--- config.mk ---
export PLATFORM = sky130hd
export DESIGN_NAME = bp_be_fe_feedback_flat
export DESIGN_NICKNAME = d
export VERILOG_FILES = /design/src/rtl/bp_be_fe_feedback_if.sv /design/src/rtl/bp_be_fe_feedback.sv /design/src/flat_wrapper.sv
export SDC_FILE = /design/constraint.sdc
export NUM_CORES = 1
export LEC_CHECK = 0
export ABC_AREA = 1
export CAP_MARGIN = 20
export CORE_AREA = 2 2 138 140
export DETAILED_ROUTE_END_ITERATION = 7
export DIE_AREA = 0 0 140 142
export GPL_ROUTABILITY_DRIVEN = 0
export GPL_TIMING_DRIVEN = 0
export PLACE_DENSITY = 0.83
export RECOVER_POWER = 100
export SETUP_SLACK_MARGIN = 0.3
export SLEW_MARGIN = 20
export SYNTH_ARGS = -nofsm -noshare
export SYNTH_HDL_FRONTEND = slang
export SYNTH_SLANG_ARGS = --single-unit
--- constraint.sdc ---
create_clock -name clk_i -period 1.71 [get_ports clk_i]
set_input_delay 0.171 -clock clk_i [delete_from_list [all_inputs] [get_ports clk_i]]
set_output_delay 0.171 -clock clk_i [all_outputs]
set_load 0.05 [all_outputs]
--- src/rtl/bp_be_fe_feedback_if.sv ---
// bp_be_fe_feedback_if: resolve / exception / redirect / attaboy bundle between the BE
// feedback block and its neighbours. The slave modport is the feedback block's view.
// Configuration selector shared by the interface and the feedback block.
typedef enum logic [0:0] {
  e_bp_default_cfg = 1'b0,
  e_bp_small_cfg   = 1'b1
} bp_params_e;

interface bp_be_fe_feedback_if #(
  parameter bp_params_e bp_params_p = e_bp_default_cfg
);
  localparam int unsigned vaddr_width_p = (bp_params_p == e_bp_default_cfg) ? 39 : 32;
  localparam int unsigned branch_metadata_fwd_width_p =
      (bp_params_p == e_bp_default_cfg) ? 36 : 16;

  // Resolved-instruction handshake from the BE
  logic                                   resolve_v_i;
  logic                                   resolve_ready_o;
  logic [vaddr_width_p-1:0]               resolve_pc_i;
  logic [vaddr_width_p-1:0]               resolve_npc_pred_i;
  logic [vaddr_width_p-1:0]               resolve_tgt_i;
  logic                                   resolve_br_i;
  logic                                   resolve_taken_i;
  logic [branch_metadata_fwd_width_p-1:0] resolve_br_metadata_fwd_i;

  // Exception / trap redirect request
  logic                                   exc_v_i;
  logic [vaddr_width_p-1:0]               exc_pc_i;

  // Redirect to the FE PC generator
  logic                                   redirect_v_o;
  logic [vaddr_width_p-1:0]               redirect_pc_o;
  logic                                   redirect_br_v_o;
  logic [branch_metadata_fwd_width_p-1:0] redirect_br_metadata_fwd_o;
  logic                                   redirect_br_taken_o;
  logic                                   redirect_br_ntaken_o;
  logic                                   redirect_br_nonbr_o;

  // Correct-prediction training messages
  logic                                   attaboy_v_o;
  logic [vaddr_width_p-1:0]               attaboy_pc_o;
  logic [branch_metadata_fwd_width_p-1:0] attaboy_br_metadata_fwd_o;
  logic                                   attaboy_taken_o;
  logic                                   attaboy_ntaken_o;
  logic                                   attaboy_yumi_i;

  modport slave (
    input  resolve_v_i, resolve_pc_i, resolve_npc_pred_i, resolve_tgt_i, resolve_br_i,
           resolve_taken_i, resolve_br_metadata_fwd_i, exc_v_i, exc_pc_i, attaboy_yumi_i,
    output resolve_ready_o, redirect_v_o, redirect_pc_o, redirect_br_v_o,
           redirect_br_metadata_fwd_o, redirect_br_taken_o, redirect_br_ntaken_o,
           redirect_br_nonbr_o, attaboy_v_o, attaboy_pc_o, attaboy_br_metadata_fwd_o,
           attaboy_taken_o, attaboy_ntaken_o
  );

  modport master (
    output resolve_v_i, resolve_pc_i, resolve_npc_pred_i, resolve_tgt_i, resolve_br_i,
           resolve_taken_i, resolve_br_metadata_fwd_i, exc_v_i, exc_pc_i, attaboy_yumi_i,
    input  resolve_ready_o, redirect_v_o, redirect_pc_o, redirect_br_v_o,
           redirect_br_metadata_fwd_o, redirect_br_taken_o, redirect_br_ntaken_o,
           redirect_br_nonbr_o, attaboy_v_o, attaboy_pc_o, attaboy_br_metadata_fwd_o,
           attaboy_taken_o, attaboy_ntaken_o
  );
endinterface

--- src/rtl/bp_be_fe_feedback.sv ---
// bp_be_fe_feedback: turns resolved instructions and exceptions into FE redirects, drops
// wrong-path resolves while squashing, and queues correct branch predictions as attaboys.
// Optional feature: define BP_BE_FE_FEEDBACK_ATTABOY_EN to build the attaboy FIFO; without
// it the attaboy outputs are tied to zero.
module bp_be_fe_feedback #(
  parameter bp_params_e  bp_params_p   = e_bp_default_cfg,
  parameter int unsigned attaboy_els_p = 4
) (
  input logic                clk_i,
  input logic                reset_i,
  bp_be_fe_feedback_if.slave fb
);
  localparam int unsigned vaddr_width_lp = (bp_params_p == e_bp_default_cfg) ? 39 : 32;
  localparam int unsigned meta_width_lp  = (bp_params_p == e_bp_default_cfg) ? 36 : 16;

  typedef enum logic [0:0] {
    e_run    = 1'b0,
    e_squash = 1'b1
  } state_e;

  state_e                    r_state, w_state_d;
  logic [vaddr_width_lp-1:0] r_squash_pc, w_squash_pc_d;

  logic                      r_redir_v, w_redir_v_d;
  logic [vaddr_width_lp-1:0] r_redir_pc, w_redir_pc_d;
  logic                      r_redir_br_v, w_redir_br_v_d;
  logic [meta_width_lp-1:0]  r_redir_meta, w_redir_meta_d;
  logic                      r_redir_taken, w_redir_taken_d;
  logic                      r_redir_ntaken, w_redir_ntaken_d;
  logic                      r_redir_nonbr, w_redir_nonbr_d;

  logic w_ready;
  logic w_accept;
  logic w_mispredict;
  logic w_process;
  logic w_enq;

  assign w_accept     = fb.resolve_v_i & w_ready;
  assign w_mispredict = (fb.resolve_npc_pred_i != fb.resolve_tgt_i);
  assign fb.resolve_ready_o = w_ready;

  // Decide whether an accepted resolve is on the correct path
  always_comb begin
    w_process = 1'b0;
    unique case (r_state)
      e_run:    w_process = w_accept;
      e_squash: w_process = w_accept & (fb.resolve_pc_i == r_squash_pc);
      default:  w_process = 1'b0;
    endcase
  end

  // Next state, redirect generation and attaboy enqueue request
  always_comb begin
    w_state_d        = r_state;
    w_squash_pc_d    = r_squash_pc;
    w_redir_v_d      = 1'b0;
    w_redir_pc_d     = '0;
    w_redir_br_v_d   = 1'b0;
    w_redir_meta_d   = '0;
    w_redir_taken_d  = 1'b0;
    w_redir_ntaken_d = 1'b0;
    w_redir_nonbr_d  = 1'b0;
    w_enq            = 1'b0;
    if (fb.exc_v_i) begin
      // Exceptions win over any resolve; ready is already low this cycle
      w_redir_v_d   = 1'b1;
      w_redir_pc_d  = fb.exc_pc_i;
      w_state_d     = e_squash;
      w_squash_pc_d = fb.exc_pc_i;
    end else if (w_process) begin
      if (w_mispredict) begin
        w_redir_v_d      = 1'b1;
        w_redir_pc_d     = fb.resolve_tgt_i;
        w_redir_br_v_d   = 1'b1;
        w_redir_meta_d   = fb.resolve_br_metadata_fwd_i;
        w_redir_taken_d  = fb.resolve_br_i & fb.resolve_taken_i;
        w_redir_ntaken_d = fb.resolve_br_i & ~fb.resolve_taken_i;
        w_redir_nonbr_d  = ~fb.resolve_br_i;
        w_state_d        = e_squash;
        w_squash_pc_d    = fb.resolve_tgt_i;
      end else begin
        w_state_d = e_run;
        w_enq     = fb.resolve_br_i;
      end
    end
  end

  // State and registered redirect outputs
  always_ff @(posedge clk_i) begin
    if (reset_i) begin
      r_state        <= e_run;
      r_squash_pc    <= '0;
      r_redir_v      <= 1'b0;
      r_redir_pc     <= '0;
      r_redir_br_v   <= 1'b0;
      r_redir_meta   <= '0;
      r_redir_taken  <= 1'b0;
      r_redir_ntaken <= 1'b0;
      r_redir_nonbr  <= 1'b0;
    end else begin
      r_state        <= w_state_d;
      r_squash_pc    <= w_squash_pc_d;
      r_redir_v      <= w_redir_v_d;
      r_redir_pc     <= w_redir_pc_d;
      r_redir_br_v   <= w_redir_br_v_d;
      r_redir_meta   <= w_redir_meta_d;
      r_redir_taken  <= w_redir_taken_d;
      r_redir_ntaken <= w_redir_ntaken_d;
      r_redir_nonbr  <= w_redir_nonbr_d;
    end
  end

  assign fb.redirect_v_o               = r_redir_v;
  assign fb.redirect_pc_o              = r_redir_pc;
  assign fb.redirect_br_v_o            = r_redir_br_v;
  assign fb.redirect_br_metadata_fwd_o = r_redir_meta;
  assign fb.redirect_br_taken_o        = r_redir_taken;
  assign fb.redirect_br_ntaken_o       = r_redir_ntaken;
  assign fb.redirect_br_nonbr_o        = r_redir_nonbr;

`ifdef BP_BE_FE_FEEDBACK_ATTABOY_EN
  localparam int unsigned PtrW = (attaboy_els_p > 1) ? $clog2(attaboy_els_p) : 1;
  localparam int unsigned CntW = $clog2(attaboy_els_p + 1);

  logic [vaddr_width_lp-1:0] r_mem_pc    [attaboy_els_p];
  logic [meta_width_lp-1:0]  r_mem_meta  [attaboy_els_p];
  logic                      r_mem_taken [attaboy_els_p];
  logic [PtrW-1:0]           r_rptr, r_wptr;
  logic [CntW-1:0]           r_cnt;

  logic w_full, w_empty, w_push, w_pop;

  assign w_full  = (r_cnt == CntW'(attaboy_els_p));
  assign w_empty = (r_cnt == '0);
  assign w_push  = w_enq & ~w_full;
  assign w_pop   = fb.attaboy_yumi_i & ~w_empty;
  assign w_ready = ~reset_i & ~fb.exc_v_i & ~w_full;

  // Pointers and occupancy; an exception flushes everything including a same-cycle pop
  always_ff @(posedge clk_i) begin
    if (reset_i || fb.exc_v_i) begin
      r_rptr <= '0;
      r_wptr <= '0;
      r_cnt  <= '0;
    end else begin
      if (w_push) r_wptr <= r_wptr + PtrW'(1);
      if (w_pop)  r_rptr <= r_rptr + PtrW'(1);
      if (w_push && !w_pop) begin
        r_cnt <= r_cnt + CntW'(1);
      end else if (!w_push && w_pop) begin
        r_cnt <= r_cnt - CntW'(1);
      end
    end
  end

  // Entry storage; contents are only visible through a nonempty head
  always_ff @(posedge clk_i) begin
    if (w_push) begin
      r_mem_pc[r_wptr]    <= fb.resolve_pc_i;
      r_mem_meta[r_wptr]  <= fb.resolve_br_metadata_fwd_i;
      r_mem_taken[r_wptr] <= fb.resolve_taken_i;
    end
  end

  assign fb.attaboy_v_o               = ~w_empty;
  assign fb.attaboy_pc_o              = w_empty ? '0 : r_mem_pc[r_rptr];
  assign fb.attaboy_br_metadata_fwd_o = w_empty ? '0 : r_mem_meta[r_rptr];
  assign fb.attaboy_taken_o           = ~w_empty & r_mem_taken[r_rptr];
  assign fb.attaboy_ntaken_o          = ~w_empty & ~r_mem_taken[r_rptr];

`ifndef SYNTHESIS
  a_yumi_nonempty: assert property (@(posedge clk_i) disable iff (reset_i)
      fb.attaboy_yumi_i |-> !w_empty)
    else $error("attaboy_yumi_i asserted while the attaboy FIFO is empty");
`endif
`else
  assign w_ready = ~reset_i & ~fb.exc_v_i;

  assign fb.attaboy_v_o               = 1'b0;
  assign fb.attaboy_pc_o              = '0;
  assign fb.attaboy_br_metadata_fwd_o = '0;
  assign fb.attaboy_taken_o           = 1'b0;
  assign fb.attaboy_ntaken_o          = 1'b0;

  logic w_unused;
  assign w_unused = ^{fb.attaboy_yumi_i, w_enq, attaboy_els_p[0]};
`endif

endmodule

--- src/flat_wrapper.sv ---
// flat-port wrapper written by rule: the top's interface ports become plain ports
module bp_be_fe_feedback_flat 
#(
  parameter bp_params_e  bp_params_p   = e_bp_default_cfg,
  parameter int unsigned attaboy_els_p = 4
)
  (clk_i, reset_i, fb_resolve_v_i, fb_resolve_pc_i, fb_resolve_npc_pred_i, fb_resolve_tgt_i, fb_resolve_br_i, fb_resolve_taken_i, fb_resolve_br_metadata_fwd_i, fb_exc_v_i, fb_exc_pc_i, fb_attaboy_yumi_i, fb_resolve_ready_o, fb_redirect_v_o, fb_redirect_pc_o, fb_redirect_br_v_o, fb_redirect_br_metadata_fwd_o, fb_redirect_br_taken_o, fb_redirect_br_ntaken_o, fb_redirect_br_nonbr_o, fb_attaboy_v_o, fb_attaboy_pc_o, fb_attaboy_br_metadata_fwd_o, fb_attaboy_taken_o, fb_attaboy_ntaken_o);
  bp_be_fe_feedback_if #(.bp_params_p(bp_params_p)) fb_i ();
  input logic clk_i;
  input logic reset_i;
  input wire logic [$bits(fb_i.resolve_v_i)-1:0] fb_resolve_v_i;
  input wire logic [$bits(fb_i.resolve_pc_i)-1:0] fb_resolve_pc_i;
  input wire logic [$bits(fb_i.resolve_npc_pred_i)-1:0] fb_resolve_npc_pred_i;
  input wire logic [$bits(fb_i.resolve_tgt_i)-1:0] fb_resolve_tgt_i;
  input wire logic [$bits(fb_i.resolve_br_i)-1:0] fb_resolve_br_i;
  input wire logic [$bits(fb_i.resolve_taken_i)-1:0] fb_resolve_taken_i;
  input wire logic [$bits(fb_i.resolve_br_metadata_fwd_i)-1:0] fb_resolve_br_metadata_fwd_i;
  input wire logic [$bits(fb_i.exc_v_i)-1:0] fb_exc_v_i;
  input wire logic [$bits(fb_i.exc_pc_i)-1:0] fb_exc_pc_i;
  input wire logic [$bits(fb_i.attaboy_yumi_i)-1:0] fb_attaboy_yumi_i;
  output wire logic [$bits(fb_i.resolve_ready_o)-1:0] fb_resolve_ready_o;
  output wire logic [$bits(fb_i.redirect_v_o)-1:0] fb_redirect_v_o;
  output wire logic [$bits(fb_i.redirect_pc_o)-1:0] fb_redirect_pc_o;
  output wire logic [$bits(fb_i.redirect_br_v_o)-1:0] fb_redirect_br_v_o;
  output wire logic [$bits(fb_i.redirect_br_metadata_fwd_o)-1:0] fb_redirect_br_metadata_fwd_o;
  output wire logic [$bits(fb_i.redirect_br_taken_o)-1:0] fb_redirect_br_taken_o;
  output wire logic [$bits(fb_i.redirect_br_ntaken_o)-1:0] fb_redirect_br_ntaken_o;
  output wire logic [$bits(fb_i.redirect_br_nonbr_o)-1:0] fb_redirect_br_nonbr_o;
  output wire logic [$bits(fb_i.attaboy_v_o)-1:0] fb_attaboy_v_o;
  output wire logic [$bits(fb_i.attaboy_pc_o)-1:0] fb_attaboy_pc_o;
  output wire logic [$bits(fb_i.attaboy_br_metadata_fwd_o)-1:0] fb_attaboy_br_metadata_fwd_o;
  output wire logic [$bits(fb_i.attaboy_taken_o)-1:0] fb_attaboy_taken_o;
  output wire logic [$bits(fb_i.attaboy_ntaken_o)-1:0] fb_attaboy_ntaken_o;
  assign fb_i.resolve_v_i = fb_resolve_v_i;
  assign fb_i.resolve_pc_i = fb_resolve_pc_i;
  assign fb_i.resolve_npc_pred_i = fb_resolve_npc_pred_i;
  assign fb_i.resolve_tgt_i = fb_resolve_tgt_i;
  assign fb_i.resolve_br_i = fb_resolve_br_i;
  assign fb_i.resolve_taken_i = fb_resolve_taken_i;
  assign fb_i.resolve_br_metadata_fwd_i = fb_resolve_br_metadata_fwd_i;
  assign fb_i.exc_v_i = fb_exc_v_i;
  assign fb_i.exc_pc_i = fb_exc_pc_i;
  assign fb_i.attaboy_yumi_i = fb_attaboy_yumi_i;
  assign fb_resolve_ready_o = fb_i.resolve_ready_o;
  assign fb_redirect_v_o = fb_i.redirect_v_o;
  assign fb_redirect_pc_o = fb_i.redirect_pc_o;
  assign fb_redirect_br_v_o = fb_i.redirect_br_v_o;
  assign fb_redirect_br_metadata_fwd_o = fb_i.redirect_br_metadata_fwd_o;
  assign fb_redirect_br_taken_o = fb_i.redirect_br_taken_o;
  assign fb_redirect_br_ntaken_o = fb_i.redirect_br_ntaken_o;
  assign fb_redirect_br_nonbr_o = fb_i.redirect_br_nonbr_o;
  assign fb_attaboy_v_o = fb_i.attaboy_v_o;
  assign fb_attaboy_pc_o = fb_i.attaboy_pc_o;
  assign fb_attaboy_br_metadata_fwd_o = fb_i.attaboy_br_metadata_fwd_o;
  assign fb_attaboy_taken_o = fb_i.attaboy_taken_o;
  assign fb_attaboy_ntaken_o = fb_i.attaboy_ntaken_o;
  bp_be_fe_feedback #(.bp_params_p(bp_params_p), .attaboy_els_p(attaboy_els_p)) u_core (.clk_i(clk_i), .reset_i(reset_i), .fb(fb_i));
endmodule
* Yosys cells after proc, flatten, opt, wreduce, memory -nomap -nowiden
Index checks and enable logic that the tools add are counted.
Storage, ports and cells: input bits 199, logic and storage cells 40, flip-flop bits (word level) 120, memory bits (writable) 0, latch bits 0, bits in read-only memories 0, memories kept 0, output and inout bits 159
Operators by class: bitwise logic cells 12, shifts and indexed selects 0, $mul 0, eq/ne operators 2, reduce and logical (&&, ||, !) cells 5, muxes and demuxes 12, div/mod/pow operators 0, $lt $le $gt $ge 0, add/subtract/negate cells 0
Operators by type and width (number):
- $mux W39 | 6
- $eq A39 B39 Y1 | 1
- $ne A39 B39 Y1 | 1
- $not A1 Y1 | 7
- $and A1 B1 Y1 | 5
- $mux W1 | 5
- $reduce_bool A2 Y1 | 2
- $reduce_or A4 Y1 | 1
- $pmux W1 S2 | 1
- $reduce_and A2 Y1 | 1
- $reduce_or A2 Y1 | 1

* Logic depth before layout (Yosys ltp)
Gate-level depths: netlist (run 1).
depth after elaboration 7, mapped depth 15, gate-level depth less buffers 14

* Worst setup path before layout (run 1)
Ideal clock, no wire load.
path type reg-to-reg, from reg u_core.r_squash_pc[25], to reg u_core.r_redir_meta[0] (netlist: u_core.fb.redirect_br_metadata_fwd_o[0]), stages on the path, launching flop included 15, data required time 1648 ps, clock period less this slack 1453 ps, path buffers 2, data arrival time 1391 ps, slack 257 ps, library setup time 62 ps, path through dfxtp_1 inv_1 nand2_1 nand2_1 inv_1 nand2_1 nor2_1 nand2_1 nor2_1 nand3_1 nand2_2 nand3_2 buf_4 buf_6 nor2_2
On the way: cells in the longest elaborated chain, start to end 5
Ends and longest elaborated chain:
- from (decl) | line bp_be_fe_feedback.sv:22 | logic [vaddr_width_lp-1:0] r_squash_pc, w_squash_pc_d;
- from (signal assigned) | line bp_be_fe_feedback.sv:102 | r_squash_pc <= w_squash_pc_d;
- $eq A39 B39 Y1 | line bp_be_fe_feedback.sv:47 | e_squash: w_process = w_accept & (fb.resolve_pc_i == r_squash_pc);
- $and A1 B1 Y1 | line bp_be_fe_feedback.sv:47
- $pmux W1 S2 | line bp_be_fe_feedback.sv:45 | unique case (r_state)
- $not A1 Y1 (no source line)
- $reduce_or A4 Y1 (no source line)
- to (signal assigned) | line bp_be_fe_feedback.sv:106 | r_redir_meta <= w_redir_meta_d;
- to (decl) | line bp_be_fe_feedback.sv:27 | logic [meta_width_lp-1:0] r_redir_meta, w_redir_meta_d;
No other way between the ends. A chain may end at the register's enable or synchronous reset.

* Final worst setup path (run 1)
from reg u_core.r_squash_pc[34], to reg u_core.r_redir_meta[0] (netlist: u_core.fb.redirect_br_metadata_fwd_o[0])
Same word-level chain as after synthesis.

==> run metrics, run 1 <==
post-DP HPWL 18500 um; drt pass-1 iters 8; Non-Filler Instances 1586; failing checks DRC, setup timing; largest net degree at the start of global routing 17; path length in cells of the critical path 11; Crit path max-delay family simple AND/OR/NAND/NOR gates; Peak Freq 514 MHz; WL final 23800 um; DRT iter0 DRCs 338; WP data required 2.06 ns; DR vias/cell 4.30; commonest non-fill, non-tap cell in the layout nand2_1; die area 19900 um2; sequential fraction of the synthesis area 0.381; RSZ-0062 raised after global routing yes; DRT antenna net count 0; vias after detailed routing 6818; Die Wd 140 um; Final Slew Violations 0; Peak VDD IR 580 uV; register bit total from synthesis 120; Period Utilization, post-route 1.14; clock buffer depth 2; status finished, violations left; R2R Path Start u_core.r_squash_pc[34]; total grt overflow 0; placed cell area 9680 um2; clock slew at reported path FFs 0.06 ns; Worst Setup Start Kind register; measured slew at the worst slew-check pin 0.713 ns; area occupied by multi-input gates 3150 um2; Layout Skew 0.0120 ns; GRT Util Overall 0.226; DR WL/cell 15.0 um; worst reg2reg setup slack -0.24 ns; Cells after DPL 1539; IO Port Bufs 277; Remaining DRCs 26; commonest non-fill, non-tap cells in the layout 270 x nand2_1, 194 x clkdlybuf4s50_1, 150 x inv_1, 110 x dfxtp_1, 85 x buf_4; FP Rows 50; IO Count 358; Hold Path Class in -> reg; Reg2Reg Depth 11; WS Path Type reg -> reg; Worst Path Arrival 2.30 ns; Slowest cell on crit path dfxtp_2; Clock power frac 0.405; synth-to-layout area growth 66.5%; CTS root buf clkbuf_16; Max Cap Viol 0; Synth Warn # 0; first-pass GRT wire length 33600 um; fin area 10500 um2; crit path buf inv count 2; clk sinks 120; crit end category register; P_int 6000 uW; Worst-Skew Late Latency 0.43 ns; # H-tree levels 4; Layout fillers 1684; Starting Density 0.341; Hold Startpoint fb_resolve_br_metadata_fwd_i[21]; number of global-route vias before repair 6467; reg-to-reg endpoint u_core.fb.redirect_br_metadata_fwd_o[0]; synthesized area per cell 6.62 um2; sequential cell area 2420 um2; Sw Ratio 0.316; PwrDens 837 nW/um2; CTS tree built; Finish-stage setup viols 120; crit path cell chain xnor2_4 > nand2_1 > nor2_2 > nand2_1 > nor2_1 > nand3_1 > nand2_4 > nand3_4 > buf_8 > buf_12 > nor2_4; Layout Nets 1537; worst hold stages 3; final-report hold violation count 0; combinational share of power 0.252; TritonCTS Buffers 17; Cell Area, Synth 6300 um2; CP peak stage delay 0.35 ns; crit-path max FO 6; core box area 18500 um2; Syn Inst Count 951; initial antenna violation count 1; crit-path most repeated cell nand2_1; sw power 2770 uW; Seq pwr share 0.343; Endpoint, Worst Hold u_core.fb.redirect_br_metadata_fwd_o[21]; Rel. slew slack 0.524; PnR worst setup slack -0.237 ns; Leak 0.00545 uW; min Tclk post-route 1.95 ns; Synth cell types 22; Chip Height 142 um; fraction of layout cells with a size suffix above 1 0.192
## worst max-delay path by stage
| stage | start | to |
|---|---|---|
| CTS | u_core.r_squash_pc[34] | u_core.r_squash_pc[32] |
| global route | u_core.r_squash_pc[25] | u_core.fb.redirect_br_metadata_fwd_o[0] |
| global placement | fb_resolve_tgt_i[5] | u_core.r_squash_pc[18] |
| detailed placement | fb_resolve_tgt_i[5] | u_core.r_squash_pc[18] |
| finish | u_core.r_squash_pc[34] | u_core.fb.redirect_br_metadata_fwd_o[0] |
| floorplan | u_core.r_squash_pc[32] | u_core.r_squash_pc[25] |
## worst min-delay path, stage by stage
cell and delay, ns:
clkdlybuf4s50_1 0.39, inv_1 0.05, nor2_1 0.03
## state kept, by name, summed over array words and instances, names as in the netlist
signal / count
u_core.fb.redirect_pc_o: 39
u_core.fb.redirect_br_v_o: 1
u_core.r_squash_pc: 39
u_core.fb.redirect_br_nonbr_o: 1
u_core.r_state: 1
u_core.fb.redirect_br_taken_o: 1
u_core.fb.redirect_v_o: 1
u_core.fb.redirect_br_ntaken_o: 1
u_core.fb.redirect_br_metadata_fwd_o: 36
## layout make-up
| type | count | area share |
|---|---|---|
| multi-input cells | 619 | 0.300 |
| repair buffers | 290 | 0.240 |
| flip-flops and latches | 120 | 0.230 |
| plain buffers | 115 | 0.0823 |
| inverters | 175 | 0.0626 |
| clock buffers | 18 | 0.0419 |
| well taps | 234 | 0.0279 |
| clock inverters | 14 | 0.0142 |
| diodes | 1 | 0.000239 |
## power groups by stage
stage	logic, uW	registers, uW	clock network, uW
after global placement	2080	3060	0
after floorplan	1050	3290	0
after CTS	2140	3010	3610
final	2210	3010	3550
after global routing	2350	3020	3720
after detailed placement	2100	3060	0
## stage by stage
step	hold WS, ns	TNS (ns)	worst slack [ns]	util	total power, uW
after global placement	0.468	-83.90	-0.876	0.524	5140
after detailed placement	0.474	-83.77	-0.887	0.524	5170
final	0.268	-15.92	-0.237	0.568	8780
after global routing	0.263	-32.46	-0.357	0.568	9100
after CTS	0.254	-16.84	-0.206	0.571	8750
after floorplan	0.243	0	0.300	-	4330
## what timing repair did
action	CTS	global route
pin swaps	12	21
setup buffers	5	1
gates resized for setup	247	136
setup endpoints to repair	201	156
cloned	4	4
hold buffers	0	0
## metal layers
| layer | vias to the layer above | part of all wire | track usage | wire length (um) |
|---|---|---|---|---|
| met5 | - | 0 | 0 | 0 |
| met4 | 0 | 0.034 | 0.110 | 802 |
| met3 | 47 | 0.075 | 0.0485 | 1790 |
| met2 | 319 | 0.51 | 0.420 | 12100 |
| met1 | 3015 | 0.38 | 0.246 | 9090 |
| li1 | 3437 | - | - | - |
## synthesized netlist by cell type
cell type | count | area share
nand4_1 | 42 | 0.042
xor2_1 | 8 | 0.011
nand2_2 | 1 | 0.00099
buf_1 | 5 | 0.0030
buf_4 | 79 | 0.094
conb_1 | 1 | 0.00060
buf_8 | 1 | 0.0024
nand2_1 | 299 | 0.18
nor2_2 | 20 | 0.020
buf_2 | 14 | 0.011
nand3_2 | 1 | 0.0016
xnor2_1 | 33 | 0.046
inv_2 | 12 | 0.0072
clkbuf_1 | 14 | 0.0083
buf_6 | 2 | 0.0036
dfxtp_1 | 120 | 0.38
nand3_1 | 43 | 0.034
nor2_4 | 1 | 0.0018
nor2_1 | 89 | 0.053
inv_1 | 163 | 0.097
o21ai_0 | 2 | 0.0016
nor3b_1 | 1 | 0.0012
## kinds of logic (layout without fill, tap and decap cells)
logic type	count (synthesis)	in the layout	share of synthesized area
simple gates	497	498	0.333
buf+inv	290	612	0.227
flops	120	120	0.381
xor+xnor	41	41	0.0570
compound gates	2	2	0.00159
other cells	1	79	0.000595
Power figures use the tool's default switching activity.
==> run 2: changes to the inputs <==
--- a/config.mk
+++ b/config.mk
@@ -21 +21,2 @@
 export SYNTH_SLANG_ARGS = --single-unit
+export TNS_END_PERCENT = 10
==> constraint.sdc (replaced) <==
create_clock -name clk_i -period 1.71 [get_ports clk_i]
set_input_delay 0.2565 -clock clk_i [delete_from_list [all_inputs] [get_ports clk_i]]
set_output_delay 0.2565 -clock clk_i [all_outputs]
set_load 0.05 [all_outputs]
==> run 2 against run 1 <==
Net effect:
- the run still ends with DRC, setup timing left
- cell count is 0.13% lower
- clock skew is 0.0032 ns lower
- global-route usage is 1.0 points lower
- first-iteration DRC count is 24% lower
- clock-buffer cell count is 1 higher
- critical path type is now in -> reg
- largest cell class unchanged
- largest power group unchanged
- highest routed layer unchanged
==> run metrics, run 2 (synthesis gave the netlist of run 1 again) <==
status finished, violations left; failing checks DRC, setup timing; Layout Nets 1536 (-0.065%); crit path cell chain clkdlybuf4s50_1 > xnor2_1 > nand2_2 > nor2_4 > nand2_2 > nor2_4 > nand3_4 > nand2_8 > clkbuf_16 > nand3_2 > nand2_2 > nand2_2 > nand2_1; Worst-Skew Late Latency 0.41 ns (-0.02 ns); worst hold stages 7 (+4); Seq pwr share 0.350 (+0.007); die area 19900 um2 (unchanged); clock buffer depth 2 (unchanged); FP Rows 50 (unchanged); WL final 23200 um (-2.5%); crit-path most repeated cell nand2_2; total grt overflow 0 (unchanged); Rel. slew slack 0.539 (+0.0145); RSZ-0062 raised after global routing yes; P_int 5870 uW (-2.1%); PnR worst setup slack -0.187 ns (+0.0494 ns); clk sinks 120 (unchanged); commonest non-fill, non-tap cell in the layout nand2_1; Chip Height 142 um (unchanged); Max Cap Viol 0 (unchanged); GRT Util Overall 0.216 (-0.0102); final-report hold violation count 0 (unchanged); number of global-route vias before repair 6383 (-1.3%); DR WL/cell 14.7 um (-2.3%); sw power 2740 uW (-1.2%); vias after detailed routing 6770 (-0.70%); IO Port Bufs 277 (unchanged); Peak VDD IR 657 uV (+13%); first-pass GRT wire length 32900 um (-2.3%); Cells after DPL 1539 (unchanged); Period Utilization, post-route 1.11 (-0.0289); WS Path Type in -> reg; min Tclk post-route 1.90 ns (-0.0494 ns); Reg2Reg Depth 12 (+1); Leak 0.00600 uW (+10%); TritonCTS Buffers 17 (unchanged); clock slew at reported path FFs 0.06 ns (about the same); CTS Hold Bufs 0 (unchanged); Layout Skew 0.00883 ns (-0.00320 ns); core box area 18500 um2 (unchanged); Sw Ratio 0.318 (+0.00217); CTS tree built; DR vias/cell 4.27 (-0.58%); accumulated negative setup slack -13.53 ns (+2.39 ns); commonest non-fill, non-tap cells in the layout 239 x nand2_1, 149 x inv_1, 128 x clkdlybuf4s50_1, 111 x dfxtp_1, 94 x clkbuf_1; Peak Freq 527 MHz (+2.6%); # H-tree levels 4 (unchanged); Final Slew Violations 0 (unchanged); CP peak stage delay 0.44 ns (+0.09 ns); Clock power frac 0.396 (-0.009); fraction of layout cells with a size suffix above 1 0.228 (+0.0364); combinational share of power 0.254 (+0.002); crit end category register; total power 8610 uW (-1.8%); Finish-stage setup viols 120 (unchanged); drt pass-1 iters 8 (unchanged); placed cell area 9660 um2 (-0.21%); Slowest cell on crit path clkdlybuf4s50_1; Die Wd 140 um (unchanged); Worst Setup Start Kind input pin; WHS 0.353 ns (+0.0847 ns); Hold Path Class in -> reg; fin area 10600 um2 (+0.78%); Worst Path Arrival 2.24 ns (-0.06 ns); Non-Filler Instances 1584 (-0.13%); measured slew at the worst slew-check pin 0.695 ns (-0.0187 ns); IO Count 358 (unchanged); PwrDens 815 nW/um2 (-2.6%); Starting Density 0.341 (unchanged); largest net degree at the start of global routing 17 (unchanged); DRT iter0 DRCs 256 (-24%); DRT antenna net count 0 (unchanged); CTS root buf clkbuf_16; WP data required 2.05 ns (about the same); ant diodes 0 (-1); initial antenna violation count 0 (-1); post-DP HPWL 18200 um (-2.0%); Remaining DRCs 29 (+12%); synth-to-layout area growth 67.8%; crit-path max FO 8 (+2)
[run 2: final timing paths]
path | start | to | slack (ns)
worst max register to register | u_core.r_squash_pc[36] | u_core.r_squash_pc[0] | -0.18
worst min register to register | u_core.r_squash_pc[13] | u_core.r_squash_pc[13] | 0.48
worst max-delay path | fb_resolve_pc_i[36] | u_core.r_squash_pc[0] | -0.19
worst min-delay path | fb_resolve_tgt_i[35] | u_core.fb.redirect_pc_o[35] | 0.35
[run 2: per-layer routing]
layer,GRT usage,share of wire,vias to the layer above
met4,0.0835,0.026,0
met2,0.400,0.51,306
met5,0,0,-
met1,0.248,0.40,3007
met3,0.0387,0.064,39
li1,-,-,3418
[run 2: critical path: cells and delay by family]
kind | cells | cell delay [ns]
xor+xnor | 1 | 0.24
buf+inv | 2 | 0.61
simple gates | 10 | 1.11
[run 2: power by group through the flow]
stage	logic [uW]	clock network, uW	registers (uW)
after detailed placement	2100	0	3060
after floorplan	1040	0	3290
final	2190	3410	3010
after global routing	2340	3570	3020
after CTS	2130	3430	3010
after global placement	2080	0	3060
[run 2: final cells by class]
class | count | area (um2)
Timing Repair Buffer | 289 | 2550
Fill cell | 1668 | 7890
Inverter | 175 | 657
Buffer | 115 | 865
Clock inverter | 13 | 120
Multi-Input combinational cell | 619 | 3210
Sequential cell | 120 | 2420
Clock buffer | 19 | 453
Tap cell | 234 | 293
[run 2: metrics by stage]
step / utilization / setup WS [ns]
2_1_floorplan: - / 0.238
3_3_place_gp: 0.523 / -1.06
3_5_place_dp: 0.523 / -1.06
4_1_cts: 0.571 / -0.229
5_1_grt: 0.573 / -0.270
6_report: 0.573 / -0.187
[run 2: what timing repair did]
item	CTS	global route
gates resized for setup	310	185
setup buffers	0	6
setup endpoints to repair	201	121
cloned	2	5
pin swaps	10	61
